<file path="config.mk">
export PLATFORM = sky130hd
export DESIGN_NAME = pipe_stage_skid
export DESIGN_NICKNAME = d
export VERILOG_FILES = /design/src/rtl/pipe_pkg.sv /design/src/rtl/pipe_entry_reg.sv /design/src/rtl/pipe_stage_skid.sv
export SDC_FILE = /design/constraint.sdc
export NUM_CORES = 1
export LEC_CHECK = 0
export BUFFER_PORTS_ARGS = -buffer_cell sky130_fd_sc_hd__buf_2
export CAP_MARGIN = 5
export CORE_MARGIN = 5
export CORE_UTILIZATION = 52
export DETAILED_ROUTE_END_ITERATION = 6
export PLACE_DENSITY_LB_ADDON = 0.08
export SYNTH_ARGS = -nofsm -noshare
export SYNTH_HDL_FRONTEND = slang
export SYNTH_SLANG_ARGS = --single-unit
export TNS_END_PERCENT = 100
</file>
<file path="constraint.sdc">
create_clock -name clk -period 9.4 [get_ports clk]
set_clock_uncertainty 0.2 [all_clocks]
set_input_delay 2.35 -clock clk [delete_from_list [all_inputs] [get_ports clk]]
set_output_delay 2.35 -clock clk [all_outputs]
set_load 0.1 [all_outputs]
</file>
<file path="src/rtl/pipe_pkg.sv">
// Shared definitions for pipeline-stage registers: state encoding, default
// widths and the bit layout of the control word carried between stages.
package pipe_pkg;

  typedef enum logic [1:0] {
    PIPE_EMPTY = 2'd0,
    PIPE_ONE   = 2'd1,
    PIPE_FULL  = 2'd2
  } pipe_state_e;

  localparam int PIPE_DATA_W = 128;
  localparam int PIPE_CTRL_W = 16;

  // Control word layout, LSB first: alu_src, alu_op[4:0], mem_to_reg,
  // mem_wrenable, reg_wrenable, jmp_type[3:0], halt.
  localparam int CTRL_ALU_SRC      = 0;
  localparam int CTRL_ALU_OP_LSB   = 1;
  localparam int CTRL_ALU_OP_W     = 5;
  localparam int CTRL_MEM_TO_REG   = 6;
  localparam int CTRL_MEM_WRENABLE = 7;
  localparam int CTRL_REG_WRENABLE = 8;
  localparam int CTRL_JMP_TYPE_LSB = 9;
  localparam int CTRL_JMP_TYPE_W   = 4;
  localparam int CTRL_HALT         = 13;

  function automatic logic [1:0] occupancy_of(input pipe_state_e st);
    case (st)
      PIPE_ONE:  return 2'd1;
      PIPE_FULL: return 2'd2;
      default:   return 2'd0;
    endcase
  endfunction

endpackage

</file>
<file path="src/rtl/pipe_entry_reg.sv">
// One {data, ctrl} holding register. Data is a plain enabled flop; ctrl is
// reset and can be cleared synchronously so a discarded entry reads as a bubble.
module pipe_entry_reg #(
  parameter int                 DATA_W   = 128,
  parameter int                 CTRL_W   = 16,
  parameter logic [CTRL_W-1:0]  CTRL_RST = '0
) (
  input  logic              clk,
  input  logic              rst_n,
  input  logic              load_i,
  input  logic              clear_i,
  input  logic [DATA_W-1:0] data_d,
  input  logic [CTRL_W-1:0] ctrl_d,
  output logic [DATA_W-1:0] data_q,
  output logic [CTRL_W-1:0] ctrl_q
);

  // NOTE: the wide payload deliberately has no reset; only ctrl must be safe
  // after reset, and leaving data unreset keeps the reset tree off 128 flops.
  always_ff @(posedge clk) begin
    if (load_i) data_q <= data_d;
  end

  // NOTE: sequential state always uses non-blocking assignments so every
  // flop samples pre-edge values regardless of process evaluation order.
  always_ff @(posedge clk or negedge rst_n) begin
    if (!rst_n)       ctrl_q <= CTRL_RST;
    else if (clear_i) ctrl_q <= CTRL_RST;
    else if (load_i)  ctrl_q <= ctrl_d;
  end

endmodule

</file>
<file path="src/rtl/pipe_stage_skid.sv">
// Valid/ready pipeline stage with a 2-entry skid buffer and flush. in_ready is
// decoded from the state register only, so it never depends on out_ready.
module pipe_stage_skid
  import pipe_pkg::*;
#(
  parameter int                 DATA_W   = PIPE_DATA_W,
  parameter int                 CTRL_W   = PIPE_CTRL_W,
  parameter logic [CTRL_W-1:0]  CTRL_RST = '0
) (
  input  logic              clk,
  input  logic              rst_n,
  input  logic              flush,
  input  logic              in_valid,
  output logic              in_ready,
  input  logic [DATA_W-1:0] in_data,
  input  logic [CTRL_W-1:0] in_ctrl,
  output logic              out_valid,
  input  logic              out_ready,
  output logic [DATA_W-1:0] out_data,
  output logic [CTRL_W-1:0] out_ctrl,
  output logic [1:0]        occupancy
);

  pipe_state_e       state_q, state_d;
  logic              accept, send;
  logic              main_load, skid_load, main_from_skid;
  logic [DATA_W-1:0] main_data_d, main_data_q, skid_data_q;
  logic [CTRL_W-1:0] main_ctrl_d, main_ctrl_q, skid_ctrl_q;

  assign in_ready  = (state_q != PIPE_FULL);
  assign out_valid = (state_q != PIPE_EMPTY);
  assign occupancy = occupancy_of(state_q);
  assign accept    = in_valid & in_ready;
  assign send      = out_valid & out_ready;

  always_ff @(posedge clk or negedge rst_n) begin
    if (!rst_n) state_q <= PIPE_EMPTY;
    else        state_q <= state_d;
  end

  // NOTE: every signal driven here gets a default first, so no path through
  // the case leaves it unassigned and no latch is inferred.
  always_comb begin
    state_d        = state_q;
    main_load      = 1'b0;
    skid_load      = 1'b0;
    main_from_skid = 1'b0;
    unique case (state_q)
      PIPE_EMPTY: begin
        if (accept) begin
          main_load = 1'b1;
          state_d   = PIPE_ONE;
        end
      end
      PIPE_ONE: begin
        if (accept && send) begin
          main_load = 1'b1;
        end else if (accept) begin
          skid_load = 1'b1;
          state_d   = PIPE_FULL;
        end else if (send) begin
          state_d   = PIPE_EMPTY;
        end
      end
      PIPE_FULL: begin
        if (send) begin
          main_load      = 1'b1;
          main_from_skid = 1'b1;
          state_d        = PIPE_ONE;
        end
      end
      default: state_d = PIPE_EMPTY;
    endcase
    if (flush) state_d = PIPE_EMPTY;
  end

  assign main_data_d = main_from_skid ? skid_data_q : in_data;
  assign main_ctrl_d = main_from_skid ? skid_ctrl_q : in_ctrl;

  pipe_entry_reg #(.DATA_W(DATA_W), .CTRL_W(CTRL_W), .CTRL_RST(CTRL_RST)) u_main (
    .clk     (clk),
    .rst_n   (rst_n),
    .load_i  (main_load),
    .clear_i (flush),
    .data_d  (main_data_d),
    .ctrl_d  (main_ctrl_d),
    .data_q  (main_data_q),
    .ctrl_q  (main_ctrl_q)
  );

  pipe_entry_reg #(.DATA_W(DATA_W), .CTRL_W(CTRL_W), .CTRL_RST(CTRL_RST)) u_skid (
    .clk     (clk),
    .rst_n   (rst_n),
    .load_i  (skid_load),
    .clear_i (flush),
    .data_d  (in_data),
    .ctrl_d  (in_ctrl),
    .data_q  (skid_data_q),
    .ctrl_q  (skid_ctrl_q)
  );

  // Bubbles must never carry write-enables downstream, whatever main holds.
  assign out_data = main_data_q;
  assign out_ctrl = out_valid ? main_ctrl_q : CTRL_RST;

endmodule

</file>
# After elaboration in Yosys (flattened, before gate mapping)
# Cells that the tools add are included.
[word_totals] register_bits=290 input_bits=149
[op_classes] reduce_logical=6 n_mux=22 eq_ne=7 bitwise_logic=2
[ops] op="two-way mux 128 bit" count=1
[ops] op="two-way mux 16 bit" count=6
[ops] op="two-way mux 2 bit" count=6
[ops] op="!= test 3 bit, second input constant" count=3
[ops] op="two-way mux 1 bit" count=6
[ops] op="case mux 2 bit (3 select lines)" count=1
[ops] op="nonzero test 2 bit" count=3
[ops] op="!= test 4 bit, second input constant" count=1
[ops] op="case mux 2 bit (2 select lines)" count=1
[ops] op="AND reduction 4 bit" count=1
[ops] op="case mux 1 bit (3 select lines)" count=1
[ops] op="bitwise AND 1 bit" count=2
[ops] op="== test 2 x 1 -> 1 bit, second input constant" count=1
[ops] op="== test 2 bit, second input constant" count=1
[ops] op="logical NOT 2 bit" count=1
[ops] op="!= test 2 bit, second input constant" count=1
[ops] op="logical AND 1 bit" count=1

# Depth between registers and ports, before layout
[depth] word_depth=7 depth_mapped=6 ltp_nobuf=4

# Modules after synthesis
# From an unflattened synthesis, not the netlist that was laid out.
[hier_totals] hier_cells=553 area_unflattened_um2=11219.5
[by_module_without_submodules] mod="pipe_entry_reg" seq_area_each_um2=4244.1 area_per_inst_um2=4504.3 cells_per_inst=180 n_inst=2
[by_module_without_submodules] mod="pipe_stage_skid" seq_area_each_um2=50.0 area_per_inst_um2=2210.9 cells_per_inst=193 n_inst=1

# Worst setup path after synthesis
# OpenSTA, ideal clock, no wires.
[synth_timing] kind="input to register" from="in in_valid" to="reg u_skid.data_q[0] (enable)" cell_stages=2 t_arrival_ps=7808 setup_slack_ps=774 path_buffers=0 cell_sequence="nand3b_1 nor2_1"
[synth_between] elab_chain_len=4 word_cells_on_any_way=5
[synth_lines] item="start, declared" line="pipe_stage_skid.sv:13" text="input logic in_valid,"
[synth_lines] item="bitwise AND 1 bit (*)" line="pipe_stage_skid.sv:33" text="assign accept = in_valid & in_ready;"
[synth_lines] item="two-way mux 1 bit or logical AND 1 bit (tied branches)" line="pipe_stage_skid.sv:58, pipe_stage_skid.sv:56"
[synth_lines] item="two-way mux 1 bit (*)" line="pipe_stage_skid.sv:56" text="if (accept && send) begin"
[synth_lines] item="two-way mux 1 bit (*)" line="pipe_stage_skid.sv:48" text="unique case (state_q)"
[synth_lines] item="net skid_load" line="pipe_stage_skid.sv:26" text="logic main_load, skid_load, main_from_skid;"
[synth_lines] item="end signal, assigned" line="pipe_entry_reg.sv:21" text="if (load_i) data_q <= data_d;"
[synth_lines] item="end, declared" line="pipe_entry_reg.sv:14" text="output logic [DATA_W-1:0] data_q,"
# The timed path passes the listed nets; every way through them passes the cells marked *.
# A chain may end at the register's enable or synchronous reset.

# Final worst setup path
[layout_timing] from="in out_ready" to="reg u_main.data_q[52] (enable)"
[layout_between] elab_chain_len=4 word_cells_on_any_way=5
[layout_lines] item="start, declared" line="pipe_stage_skid.sv:18" text="input logic out_ready,"
[layout_lines] item="bitwise AND 1 bit (*)" line="pipe_stage_skid.sv:34" text="assign send = out_valid & out_ready;"
[layout_lines] item="logical AND 1 bit" line="pipe_stage_skid.sv:56"
[layout_lines] item="two-way mux 1 bit" line="pipe_stage_skid.sv:56"
[layout_lines] item="case mux 1 bit (3 select lines) (*)" line="pipe_stage_skid.sv:48"
[layout_lines] item="net main_load" line="pipe_stage_skid.sv:26"
[layout_lines] item="end signal, assigned" line="pipe_entry_reg.sv:21"
[layout_lines] item="end, declared" line="pipe_entry_reg.sv:14"
# Marked as above.

==> qor.yml <==
status: "finished, final reports clean"
grt-ovfl-total: 0
ant_nets: 0
die-area_sq_um: 24100
min_period_over_period_pct: 56.4
rsz0062_at_grt: "no"
layout-drive-gt1-share_pct: 47.2
synth_edf_count: 256
routed_wirelength_mm: 23.8
drt_iter0_drc: 294
ys_ff_latch: 290
antenna_found_initial: 4
final_nets: 1002
postCtsSetupRepairBufs: 0
syn_inst: 550
drc: 0
slew_headroom_pct: 20.9
fp.dieH_um: 155
clkLatencyLatePin_ps: 540
grt_pass1_vias: 6340
ys_warn_count: 0
cts.sinks: 290
finalHoldViolCount: 0
cts_made_buffers: 30
pwr_density_cell_nw_per_um2: 234
cts_hold_buf: 0
grt_max_degree: 88
crit_path_top_delay_cell: "nor2b_1"
path_clk_slew_ps: 60
grt_usage_pct: 18.8
start_util_pct: 52.5
wl_per_cell_um: 20.6
arrival_ps: 5250
max-cap-violations: 0
via_per_inst: 5.34
multi_input_area_sq_um: 2270
grt_pass1_wl_mm: 35.9
pin_count: 297
hpwl_mm: 15.9
synth_flop_cell: "edfxtp_1"
cts-root-buf: "clkbuf_16"
ir_drop_mv: 0.164
tightest_slew_ps: 1180
h-tree-depth: 1
worst-setup-path-type: "in2reg"
fillerInstances: 1471
crit_fanout: 72
min_path_type: "reg2reg"
synth.distinct_cells: 27
vias: 6168
postCtsResizedCells: 0
fin_total_pwr_mw: 3.22
slew_viol_final: 0
place.gp.congestion: 0.812
die_w_um: 155
async_flop_share_pct: 11.7
max_stage_delay_ps: 920
path_cells: "buf_2, nor2b_1, o21a_1, inv_6, buf_4"
end_kind: "flop"
tns_ps: 0
worst_ep_required_time_ps: 9350
fmaxAchievable_mhz: 189
avgSynthCellArea_sq_um: 20.0
rows: 53
area_growth_pct: 25.5
io_buffers: 296
tritoncts: "done"
fin_crit_ps: 5300
p_leak_nw: 5.51
ys_seq_area_share_pct: 77.8
core-area_sq_um: 20900
synth.net_count: 699
regArea_sq_um: 8540
setup_violations: 0
drt_first_pass_iters: 4
cts_buffer_depth: 3
syn-cell-area_sq_um: 11000
worstSetupStartpointType: "input pin"
==> per-layer routing <==
layer,track usage [%],wire [um],vias up,part of all wire [%]
li1,-,-,2789,-
met1,26.3,9750,3099,41
met2,30.6,11700,240,49
met3,4.31,1930,36,8.1
met4,4.42,407,4,1.7
met5,0,21,-,0.088
==> worst paths after layout <==
kind	start	endpoint	slack [ps]	cells past startpoint
max	out_ready	u_main.data_q[52]	4100	5
min	u_skid.ctrl_q[8]	u_skid.ctrl_q[8]	310	1
max in group asynchronous	rst_n	u_skid.ctrl_q[13]	6810	1
max reg2reg	state_q[0]	u_main.data_q[52]	5590	4
min in group asynchronous	rst_n	u_skid.ctrl_q[5]	1700	1
min reg2reg	u_skid.ctrl_q[8]	u_skid.ctrl_q[8]	310	1
==> worst max-delay path, delay by kind of cell <==
kind / cells / cell delay (ps)
AO/OA/AOI/OAI: 1 / 820
buffers and inverters: 3 / 1040
AND/OR/NAND/NOR: 1 / 920
==> registers in the layout (all words and copies together), names as in the netlist <==
register       flops
u_main.ctrl_q     16
u_skid.data_q    128
u_skid.ctrl_q     16
u_main.data_q    128
state_q            2
==> cell usage after synthesis, types with 2 or more instances <==
cell type	instances	area, sq um
clkbuf_1	5	18.8
inv_1	4	15.0
nor2_1	2	7.51
edfxtp_1	256	7690
mux2_2	50	563
nand2b_1	2	12.5
mux2i_1	16	160
mux2_1	78	878
buf_4	3	22.5
dfrtp_1	34	851
nor2b_1	20	125
a22o_1	16	140
o31ai_2	9	113
o31ai_1	7	52.6
o2111ai_1	16	140
buf_2	20	100
nand3b_1	2	15.0
==> where the power goes <==
group / total, mW / internal, mW / switching [mW]
Clock: 1.23 / 0.758 / 0.474
Combinational: 0.490 / 0.0809 / 0.409
Sequential: 1.50 / 1.48 / 0.0192
Total: 3.22 / 2.32 / 0.903
==> through the flow <==
| step | worst slack (ps) | hold slack (ps) | cells | utilization [%] | instance area (sq um) |
|---|---|---|---|---|---|
| after floorplan | 774 | 272 | 550 | - | 11000 |
| after global placement | 3710 | 288 | 1096 | 60.8 | 12700 |
| after detailed placement | 3600 | 290 | 1096 | 60.8 | 12700 |
| after CTS | 4150 | 309 | 1152 | 65.9 | 13800 |
| after global routing | 3940 | 320 | 1154 | 65.9 | 13800 |
| final | 4100 | 309 | 1155 | 65.9 | 13800 |
==> layout by cell type (no fill, tap or decap), types with 5 or more instances in the layout <==
| master | count |
|---|---|
| a22o_1 | 16 |
| buf_2 | 296 |
| buf_4 | 5 |
| clkbuf_16 | 33 |
| clkbuf_8 | 5 |
| clkinv_2 | 5 |
| dfrtp_1 | 34 |
| edfxtp_1 | 256 |
| mux2_1 | 78 |
| mux2_2 | 50 |
| mux2i_1 | 16 |
| nor2b_1 | 20 |
| o2111ai_1 | 16 |
| o31ai_1 | 7 |
| o31ai_2 | 9 |
==> layout make-up <==
class	instances	area share (%)
Inverter	4	0.145
Antenna cell	3	0.0545
Sequential cell	290	62.0
Clock buffer	42	6.60
Tap cell	275	2.50
Multi-Input combinational cell	226	16.5
Clock inverter	14	1.17
Timing Repair Buffer	301	11.0
==> kinds of logic (layout without fill, tap and decap cells) <==
logic type	after synthesis	after routing	synth area share, %
AOI/OAI and AO/OA	54	54	4.43
DFF	290	290	77.8
other	0	3	0
buffers and inverters	34	361	1.56
and+or+nand+nor	28	28	1.62
muxes	144	144	14.6
No activity file was read; power rests on OpenSTA's default activity.
